--- config.mk ---
export PLATFORM = sky130hd
export DESIGN_NAME = mc_ctrl
export DESIGN_NICKNAME = d
export VERILOG_FILES = /design/src/rtl/mc_ctrl.sv
export SDC_FILE = /design/constraint.sdc
export NUM_CORES = 1
export LEC_CHECK = 0
export CAP_MARGIN = 10
export CORE_MARGIN = 5
export CORE_UTILIZATION = 57
export DETAILED_ROUTE_END_ITERATION = 12
export DONT_BUFFER_PORTS = 1
export GPL_TIMING_DRIVEN = 0
export PLACE_DENSITY_LB_ADDON = 0.08
export SETUP_SLACK_MARGIN = 0.3
export SLEW_MARGIN = 15
export SYNTH_ARGS = -nofsm -noshare
export SYNTH_HDL_FRONTEND = slang
export SYNTH_SLANG_ARGS = --single-unit
--- constraint.sdc ---
create_clock -name clk -period 1.9 [get_ports clk]
set_input_delay 0.19 -clock clk [delete_from_list [all_inputs] [get_ports clk]]
set_output_delay 0.19 -clock clk [all_outputs]
set_load 0.1 [all_outputs]
--- src/rtl/mc_ctrl.sv ---
// mc_ctrl -- multicycle CPU control unit.
//
// Sequences each instruction through FETCH / DECODE / execute / memory /
// writeback states. It drives the ALU opcode and datapath selects, resolves
// branches from the ALU Zero flag, handshakes with the unified memory through
// mem_rdy, and counts retired instructions.
//
// Ports:
//   clk, rst          clock (rising edge) and synchronous active-high reset
//   Op, Funct         IR[31:26] and IR[5:0], held by the IR from DECODE on
//   Zero              ALU result-equals-zero flag (used in BRANCH only)
//   mem_rdy           memory completes the current access this cycle
//   ALUOp             NOP 000, ADD 001, SUB 010, AND 011, OR 100, SLT 101, SLTU 110
//   ALUSrcA/ALUSrcB   ALU operand selects; ExtOp selects sign/zero extension
//   IorD, MemRead,
//   MemWrite          memory address select and strobes
//   IRWrite, PCWrite,
//   PCSrc             IR / PC enables and PC source select
//   RegWrite, RegDst,
//   MemtoReg          register-file write controls
//   Illegal           one-cycle pulse on an unsupported opcode or funct
//   state             current state code, for debug
//   instret           retired-instruction count, wraps modulo 2^INSTRET_W
module mc_ctrl #(
  parameter int INSTRET_W = 32
) (
  input  logic                 clk,
  input  logic                 rst,
  input  logic [5:0]           Op,
  input  logic [5:0]           Funct,
  input  logic                 Zero,
  input  logic                 mem_rdy,
  output logic [2:0]           ALUOp,
  output logic                 ALUSrcA,
  output logic [1:0]           ALUSrcB,
  output logic                 ExtOp,
  output logic                 IorD,
  output logic                 MemRead,
  output logic                 MemWrite,
  output logic                 IRWrite,
  output logic                 PCWrite,
  output logic [1:0]           PCSrc,
  output logic                 RegWrite,
  output logic                 RegDst,
  output logic                 MemtoReg,
  output logic                 Illegal,
  output logic [3:0]           state,
  output logic [INSTRET_W-1:0] instret
);

  typedef enum logic [3:0] {
    S_FETCH  = 4'd0,
    S_DECODE = 4'd1,
    S_MEMADR = 4'd2,
    S_MEMRD  = 4'd3,
    S_MEMWB  = 4'd4,
    S_MEMWR  = 4'd5,
    S_EXEC_R = 4'd6,
    S_ALUWB  = 4'd7,
    S_EXEC_I = 4'd8,
    S_BRANCH = 4'd9,
    S_JUMP   = 4'd10
  } state_e;

  // ALU opcodes
  localparam logic [2:0] ALU_NOP  = 3'b000;
  localparam logic [2:0] ALU_ADD  = 3'b001;
  localparam logic [2:0] ALU_SUB  = 3'b010;
  localparam logic [2:0] ALU_AND  = 3'b011;
  localparam logic [2:0] ALU_OR   = 3'b100;
  localparam logic [2:0] ALU_SLT  = 3'b101;
  localparam logic [2:0] ALU_SLTU = 3'b110;

  // Primary opcodes
  localparam logic [5:0] OP_RTYPE = 6'b000000;
  localparam logic [5:0] OP_LW    = 6'b100011;
  localparam logic [5:0] OP_SW    = 6'b101011;
  localparam logic [5:0] OP_ADDI  = 6'b001000;
  localparam logic [5:0] OP_ORI   = 6'b001101;
  localparam logic [5:0] OP_SLTI  = 6'b001010;
  localparam logic [5:0] OP_BEQ   = 6'b000100;
  localparam logic [5:0] OP_BNE   = 6'b000101;
  localparam logic [5:0] OP_J     = 6'b000010;

  // R-type funct codes
  localparam logic [5:0] FN_ADD  = 6'b100000;
  localparam logic [5:0] FN_SUB  = 6'b100010;
  localparam logic [5:0] FN_AND  = 6'b100100;
  localparam logic [5:0] FN_OR   = 6'b100101;
  localparam logic [5:0] FN_SLT  = 6'b101010;
  localparam logic [5:0] FN_SLTU = 6'b101011;

  state_e               state_q, state_d;
  logic [INSTRET_W-1:0] instret_q, instret_d;
  logic                 retire;

  // NOTE: every signal written here gets a default before the case so that no
  // path leaves it unassigned; a missing default would infer a latch.
  always_comb begin
    state_d   = state_q;
    instret_d = instret_q;
    retire    = 1'b0;
    ALUOp     = ALU_NOP;
    ALUSrcA   = 1'b0;
    ALUSrcB   = 2'b00;
    ExtOp     = 1'b0;
    IorD      = 1'b0;
    MemRead   = 1'b0;
    MemWrite  = 1'b0;
    IRWrite   = 1'b0;
    PCWrite   = 1'b0;
    PCSrc     = 2'b00;
    RegWrite  = 1'b0;
    RegDst    = 1'b0;
    MemtoReg  = 1'b0;
    Illegal   = 1'b0;

    case (state_q)
      S_FETCH: begin
        MemRead = 1'b1;
        ALUSrcB = 2'b01;          // PC + 4
        ALUOp   = ALU_ADD;
        IRWrite = mem_rdy;
        PCWrite = mem_rdy;
        if (mem_rdy) state_d = S_DECODE;
      end
      S_DECODE: begin
        ALUSrcB = 2'b11;          // precompute branch target PC + (imm << 2)
        ALUOp   = ALU_ADD;
        case (Op)
          OP_RTYPE: begin
            if (Funct inside {FN_ADD, FN_SUB, FN_AND, FN_OR, FN_SLT, FN_SLTU})
              state_d = S_EXEC_R;
            else begin
              state_d = S_FETCH;
              Illegal = 1'b1;
            end
          end
          OP_LW, OP_SW:           state_d = S_MEMADR;
          OP_ADDI, OP_ORI, OP_SLTI: state_d = S_EXEC_I;
          OP_BEQ, OP_BNE:         state_d = S_BRANCH;
          OP_J:                   state_d = S_JUMP;
          default: begin
            state_d = S_FETCH;
            Illegal = 1'b1;
          end
        endcase
      end
      S_MEMADR: begin
        ALUSrcA = 1'b1;
        ALUSrcB = 2'b10;
        ExtOp   = 1'b1;
        ALUOp   = ALU_ADD;
        state_d = (Op == OP_LW) ? S_MEMRD : S_MEMWR;
      end
      S_MEMRD: begin
        MemRead = 1'b1;
        IorD    = 1'b1;
        if (mem_rdy) state_d = S_MEMWB;
      end
      S_MEMWB: begin
        RegWrite = 1'b1;
        MemtoReg = 1'b1;
        state_d  = S_FETCH;
        retire   = 1'b1;
      end
      S_MEMWR: begin
        IorD     = 1'b1;
        MemWrite = 1'b1;
        if (mem_rdy) begin
          state_d = S_FETCH;
          retire  = 1'b1;
        end
      end
      S_EXEC_R: begin
        ALUSrcA = 1'b1;
        case (Funct)
          FN_ADD:  ALUOp = ALU_ADD;
          FN_SUB:  ALUOp = ALU_SUB;
          FN_AND:  ALUOp = ALU_AND;
          FN_OR:   ALUOp = ALU_OR;
          FN_SLT:  ALUOp = ALU_SLT;
          FN_SLTU: ALUOp = ALU_SLTU;
          default: ALUOp = ALU_NOP;
        endcase
        state_d = S_ALUWB;
      end
      S_EXEC_I: begin
        ALUSrcA = 1'b1;
        ALUSrcB = 2'b10;
        ExtOp   = (Op != OP_ORI); // ori takes a zero-extended immediate
        case (Op)
          OP_ADDI: ALUOp = ALU_ADD;
          OP_ORI:  ALUOp = ALU_OR;
          OP_SLTI: ALUOp = ALU_SLT;
          default: ALUOp = ALU_NOP;
        endcase
        state_d = S_ALUWB;
      end
      S_ALUWB: begin
        RegWrite = 1'b1;
        RegDst   = (Op == OP_RTYPE);
        state_d  = S_FETCH;
        retire   = 1'b1;
      end
      S_BRANCH: begin
        ALUSrcA = 1'b1;
        ALUOp   = ALU_SUB;
        PCSrc   = 2'b01;          // target computed in DECODE, held in ALUOut
        if (Op == OP_BEQ)      PCWrite = Zero;
        else if (Op == OP_BNE) PCWrite = ~Zero;
        state_d = S_FETCH;
        retire  = 1'b1;
      end
      S_JUMP: begin
        PCSrc   = 2'b10;
        PCWrite = 1'b1;
        state_d = S_FETCH;
        retire  = 1'b1;
      end
      default: state_d = S_FETCH; // unused codes 11-15 recover silently
    endcase

    if (retire) instret_d = instret_q + INSTRET_W'(1);

    // Reset abandons the current instruction: suppress every architectural
    // write and the illegal pulse in the reset cycle itself.
    if (rst) begin
      IRWrite  = 1'b0;
      PCWrite  = 1'b0;
      MemWrite = 1'b0;
      RegWrite = 1'b0;
      Illegal  = 1'b0;
    end
  end

  // NOTE: state registers use non-blocking assignments so every flop samples
  // the pre-edge values, independent of process evaluation order.
  always_ff @(posedge clk) begin
    if (rst) begin
      state_q   <= S_FETCH;
      instret_q <= '0;
    end else begin
      state_q   <= state_d;
      instret_q <= instret_d;
    end
  end

  assign state   = state_q;
  assign instret = instret_q;

endmodule
==> results of run 1 <==
==> synthesized netlist by cell type (2+ instances only) <==
master,instances
a2111oi_0,4
a211oi_1,5
a21boi_0,5
a21oi_1,19
a31oi_1,2
a32oi_1,3
and3_1,9
and4_1,8
buf_2,2
clkbuf_1,15
dfxtp_1,36
inv_1,9
mux2_2,2
mux2i_1,2
nand2_1,17
nand2b_1,4
nand3_1,9
nand3b_1,2
nand4_1,4
nor2_1,41
nor2b_1,3
nor3_1,9
nor4_1,4
nor4b_1,3
o2111ai_1,4
o211ai_1,2
o21a_1,4
o21ai_0,9
o21bai_1,3
o31ai_1,5
o32a_1,2
o32ai_1,4
or4_1,5
xnor2_1,18
xor2_1,9
==> cells by family after synthesis <==
logic type,count (synthesis)
compound gates,77
xor+xnor,28
fa+ha+maj,1
buf+inv,30
flops,36
mux,4
simple gates,127
==> timing repair <==
action | CTS
buffers inserted | 31
pin swaps | 25
endpoints found under the hold margin | 2
gates resized for setup | 63
setup endpoints to repair | 54
hold buffers | 2
==> through the flow <==
| step | hold WS, ns | setup TNS [ns] |
|---|---|---|
| global placement | 0.268 | -15.81 |
| floorplan | 0.259 | -7.86 |
| CTS | 0.116 | -13.92 |
| detailed placement | 0.263 | -12.88 |
==> flow_summary.yaml, run 1 <==
outcome:
  status: "did not finish"
  stop_stage: "5_1_grt"
  error_line: "[ERROR DPL-0038] Utilization greater than 100%, impossible to legalize"
place:
  gp_congestion: 0.881
  post_dp_cell_area_mm2: 0.00300
  portBuffers: 0
  dp_hpwl_mm: 4.83
  post-place-cells: 359
  place_ws_ns: -0.606
synth:
  synthAdderAreaFrac: 0.00522
  syn_avg_cell_area_um2: 7.91
  synth_warnings: 0
  synth_nets: 320
  ys_seq_elements: 36
  syn_inst: 303
  synth-simple-area-share: 0.288
  synth_compound_area_frac: 0.225
  ys_seq_area_frac: 0.301
  muxShareOfSynthArea: 0.0177
  syn-cell-area_mm2: 0.00240
  synthArstFlopShare: 0
  synth_top_area_frac: 0.301
  ys_top_cells_by_area: "dfxtp_1 30%, xnor2_1 6.6%, nor2_1 6.4%"
  synth_cell_types: 56
  synth-main-ff-cell: "dfxtp_1"
  synth-edff-count: 0
  synth_area_leader_cell: "dfxtp_1"
  synth_top_family_by_area: "simple AND/OR/NAND/NOR gates"
  synth_xor_area_frac: 0.110
global_routing:
  grt_max_degree: 12
timing:
  worstEpCategory: "output port"
  postGrtWorstEndpoint: "ALUOp[0]"
floorplan:
  num_rows: 23
  die_y_um: 74.9
  top_level_ports: 70
  start_util: 0.595
  die_w_um: 74.9
clock_tree:
  root_buffer: "clkbuf_8"
  cts_buffers: 5
  clk_path_buf_depth: 2
  cts_max_level: 2
  cts.sinks: 36
==> inputs of run 2 (changes only) <==
--- a/config.mk
+++ b/config.mk
@@ -7,12 +7,11 @@
 export LEC_CHECK = 0
 export CAP_MARGIN = 10
 export CORE_MARGIN = 5
-export CORE_UTILIZATION = 57
+export CORE_UTILIZATION = 40
 export DETAILED_ROUTE_END_ITERATION = 12
 export DONT_BUFFER_PORTS = 1
 export GPL_TIMING_DRIVEN = 0
-export PLACE_DENSITY_LB_ADDON = 0.08
-export SETUP_SLACK_MARGIN = 0.3
+export PLACE_DENSITY_LB_ADDON = 0.15
 export SLEW_MARGIN = 15
 export SYNTH_ARGS = -nofsm -noshare
 export SYNTH_HDL_FRONTEND = slang
==> constraint.sdc (replaced) <==
create_clock -name clk -period 2.5 [get_ports clk]
set_input_delay 0.25 -clock clk [delete_from_list [all_inputs] [get_ports clk]]
set_output_delay 0.25 -clock clk [all_outputs]
set_load 0.1 [all_outputs]
==> run 2 against run 1 <==
Compared with the run above:
- the flow now finishes, with violations (negative setup slack)
- synthesized cell count unchanged
- area after synthesis unchanged
==> flow_summary.yaml, run 2 <==
outcome:
  status: "complete, but fails checks"
  violations: "negative setup slack"
timing:
  fin_setup_tns_ns: -0.159
  setup_viol: 2
  slew_viol_final: 0
  min_period_over_period: 1.03
  finalCriticalPeriod_ns: 2.59
  finalHoldViolCount: 0
  rsz0062_at_grt: "true"
  worst_slack_ns: -0.0862
  worst_pin_slew_ns: 1.10
  clock_skew_ns: 0.00787
  fmax_ghz: 0.387
  holdWs_ns: 0.0220
  relSlewSlack: 0.248
floorplan:
  top_level_ports: 70
  die_w_um: 87.4
  start_util: 0.407
  die-area_mm2: 0.00764
  die_y_um: 87.4
  num_rows: 28
  core_area_mm2: 0.00589
worst_setup_path:
  cp.arrival_ns: 2.34
  worstPathMaxFanout: 10
  crit_type: "reg2out"
  start_kind: "flop"
  critPathCaptureType: "output port"
  critical_path_required_ns: 2.25
  rr_worst_depth: 5
routing:
  wl_met3_um: 422
  initialDrtViolationCount: 135
  drc: 0
  dr_wl_met2_mm: 3.29
  wl_per_cell_um: 17.1
  vias_per_cell: 5.83
  routedLengthMet1_mm: 3.20
  top_layer: "met4"
  totalWireLength_mm: 6.95
  ant_nets: 0
  vias: 2367
  firstDrtPassIters: 4
synth:
  synth_warnings: 0
  synth_top_area_frac: 0.301
  syn_inst: 303
  syn_avg_cell_area_um2: 7.91
  synth_most_common_cell: "nor2_1"
  synthArstFlopShare: 0
  synth-main-ff-cell: "dfxtp_1"
  synth_common_cells: "41 x nor2_1, 36 x dfxtp_1, 19 x a21oi_1, 18 x xnor2_1, 17 x nand2_1"
  synth-edff-count: 0
  ys_seq_area_frac: 0.301
  synth_nets: 320
  synth_cell_types: 56
  syn-cell-area_mm2: 0.00240
  synth_area_leader_cell: "dfxtp_1"
  ys_seq_elements: 36
  ys_top_cells_by_area: "dfxtp_1 30%, xnor2_1 6.6%, nor2_1 6.4%"
clock_tree:
  cts_tree: "done"
  cts_buffers: 5
  hold_buffers: 0
  root_buffer: "clkbuf_8"
  cts_max_level: 2
  path_clk_slew_ns: 0.08
  insertion_delay_ns: 0.29
  cts.sinks: 36
  clk_path_buf_depth: 2
place:
  dp_hpwl_mm: 5.08
  gp_congestion: 0.781
  portBuffers: 0
  post-place-cells: 384
  place_ws_ns: -0.292
cells_and_area:
  fin_cells: 406
  final_nets: 347
  fillers: 540
  largest_register_ffs: 32
  final_common_cell: "nor2_1"
  antenna_cells: 0
  drive_gt1_frac: 0.320
  final_cell_mix: "39 x nor2_1, 19 x a21oi_1, 18 x xnor2_1, 18 x dfxtp_2, 16 x nand2_1"
  area_delta_synth_final_pct: 33.8
pwr:
  power_density_mw_per_mm2: 399
  vdd_drop_max_mv: 0.295
  p_comb_frac: 0.141
  p_int_mw: 0.917
  finalPower_mw: 1.28
  seqPwrFrac: 0.449
  p_switching_mw: 0.363
  switching_share: 0.284
  leakagePower_nw: 1.07
  clockPowerShare: 0.409
global_routing:
  antenna_found_initial: 0
  track_usage: 0.186
  grt_pass1_wl_mm: 11.4
  grt_overflow: 0
  grt_pass1_vias: 2156
  grt_max_degree: 13
worst_hold_path:
  holdCritPathClass: "in2reg"
  worstHoldPathCells: 1
flow_run:
  cap_violations: 0
## run 2: cell counts after synthesis
Identical to the previous run, type by type.
## run 2: cells by family after synthesis
family	synth area share
AND/OR/NAND/NOR	0.288
multiplexers	0.0177
flip-flops	0.301
XOR/XNOR	0.110
adder cells (fa/ha/maj)	0.00522
buffers and inverters	0.0527
AO/OA/AOI/OAI	0.225
## run 2: final cells by class
type	count	area, um^2	area share
well taps	75	93.8	0.0293
plain buffers	18	173	0.0538
multi-input cells	237	1770	0.552
clock buffers	5	68.8	0.0215
repair buffers	22	225	0.0702
clock inverters	3	41.3	0.0129
flip-flops and latches	36	788	0.246
inverters	10	46.3	0.0144
## run 2: critical path, stage by stage (launching register included)
cell and delay (ns):
dfxtp_4 0.45, buf_8 0.18, clkbuf_8 0.16, nor4b_4 0.23, nand2_2 0.13, o32ai_4 0.88
## run 2: through the flow
stage | utilization | cell area, um^2
floorplan | - | 2570
global placement | 0.453 | 2660
detailed placement | 0.470 | 2770
CTS | 0.523 | 3080
global route | 0.545 | 3210
finish | 0.545 | 3210
## run 2: worst paths after layout
check | start | to | slack, ns
worst max register to register | instret[26]$_SDFFE_PP0P_ | instret[29]$_SDFFE_PP0P_ | 0.15
worst min-delay path | Op[4] | state[3]$_SDFFE_PP0P_ | 0.02
worst max-delay path | state[0]$_SDFFE_PP0P_ | ALUOp[0] | -0.09
worst min register to register | instret[1]$_SDFFE_PP0P_ | instret[1]$_SDFFE_PP0P_ | 0.70
## run 2: power groups by stage
stage,sequential (mW),combinational (mW),clock [mW]
after floorplan,0.598,0.132,0
after global placement,0.599,0.150,0
after detailed placement,0.599,0.158,0
after CTS,0.582,0.169,0.539
after global routing,0.576,0.191,0.572
final,0.576,0.181,0.524
## run 2: routing by layer
metal	vias up	global-route usage
met3	7	0.0587
met4	0	0.0293
met2	53	0.287
li1	1174	-
met1	1133	0.258
met5	-	0
## run 2: timing repair
| item | 4_1_cts | 5_1_grt |
|---|---|---|
| buffers inserted | 5 | 11 |
| resized for setup | 54 | 22 |
| setup endpoints to repair | 34 | 21 |
| pin swaps | 6 | 5 |
Power figures use the tool's default switching activity.
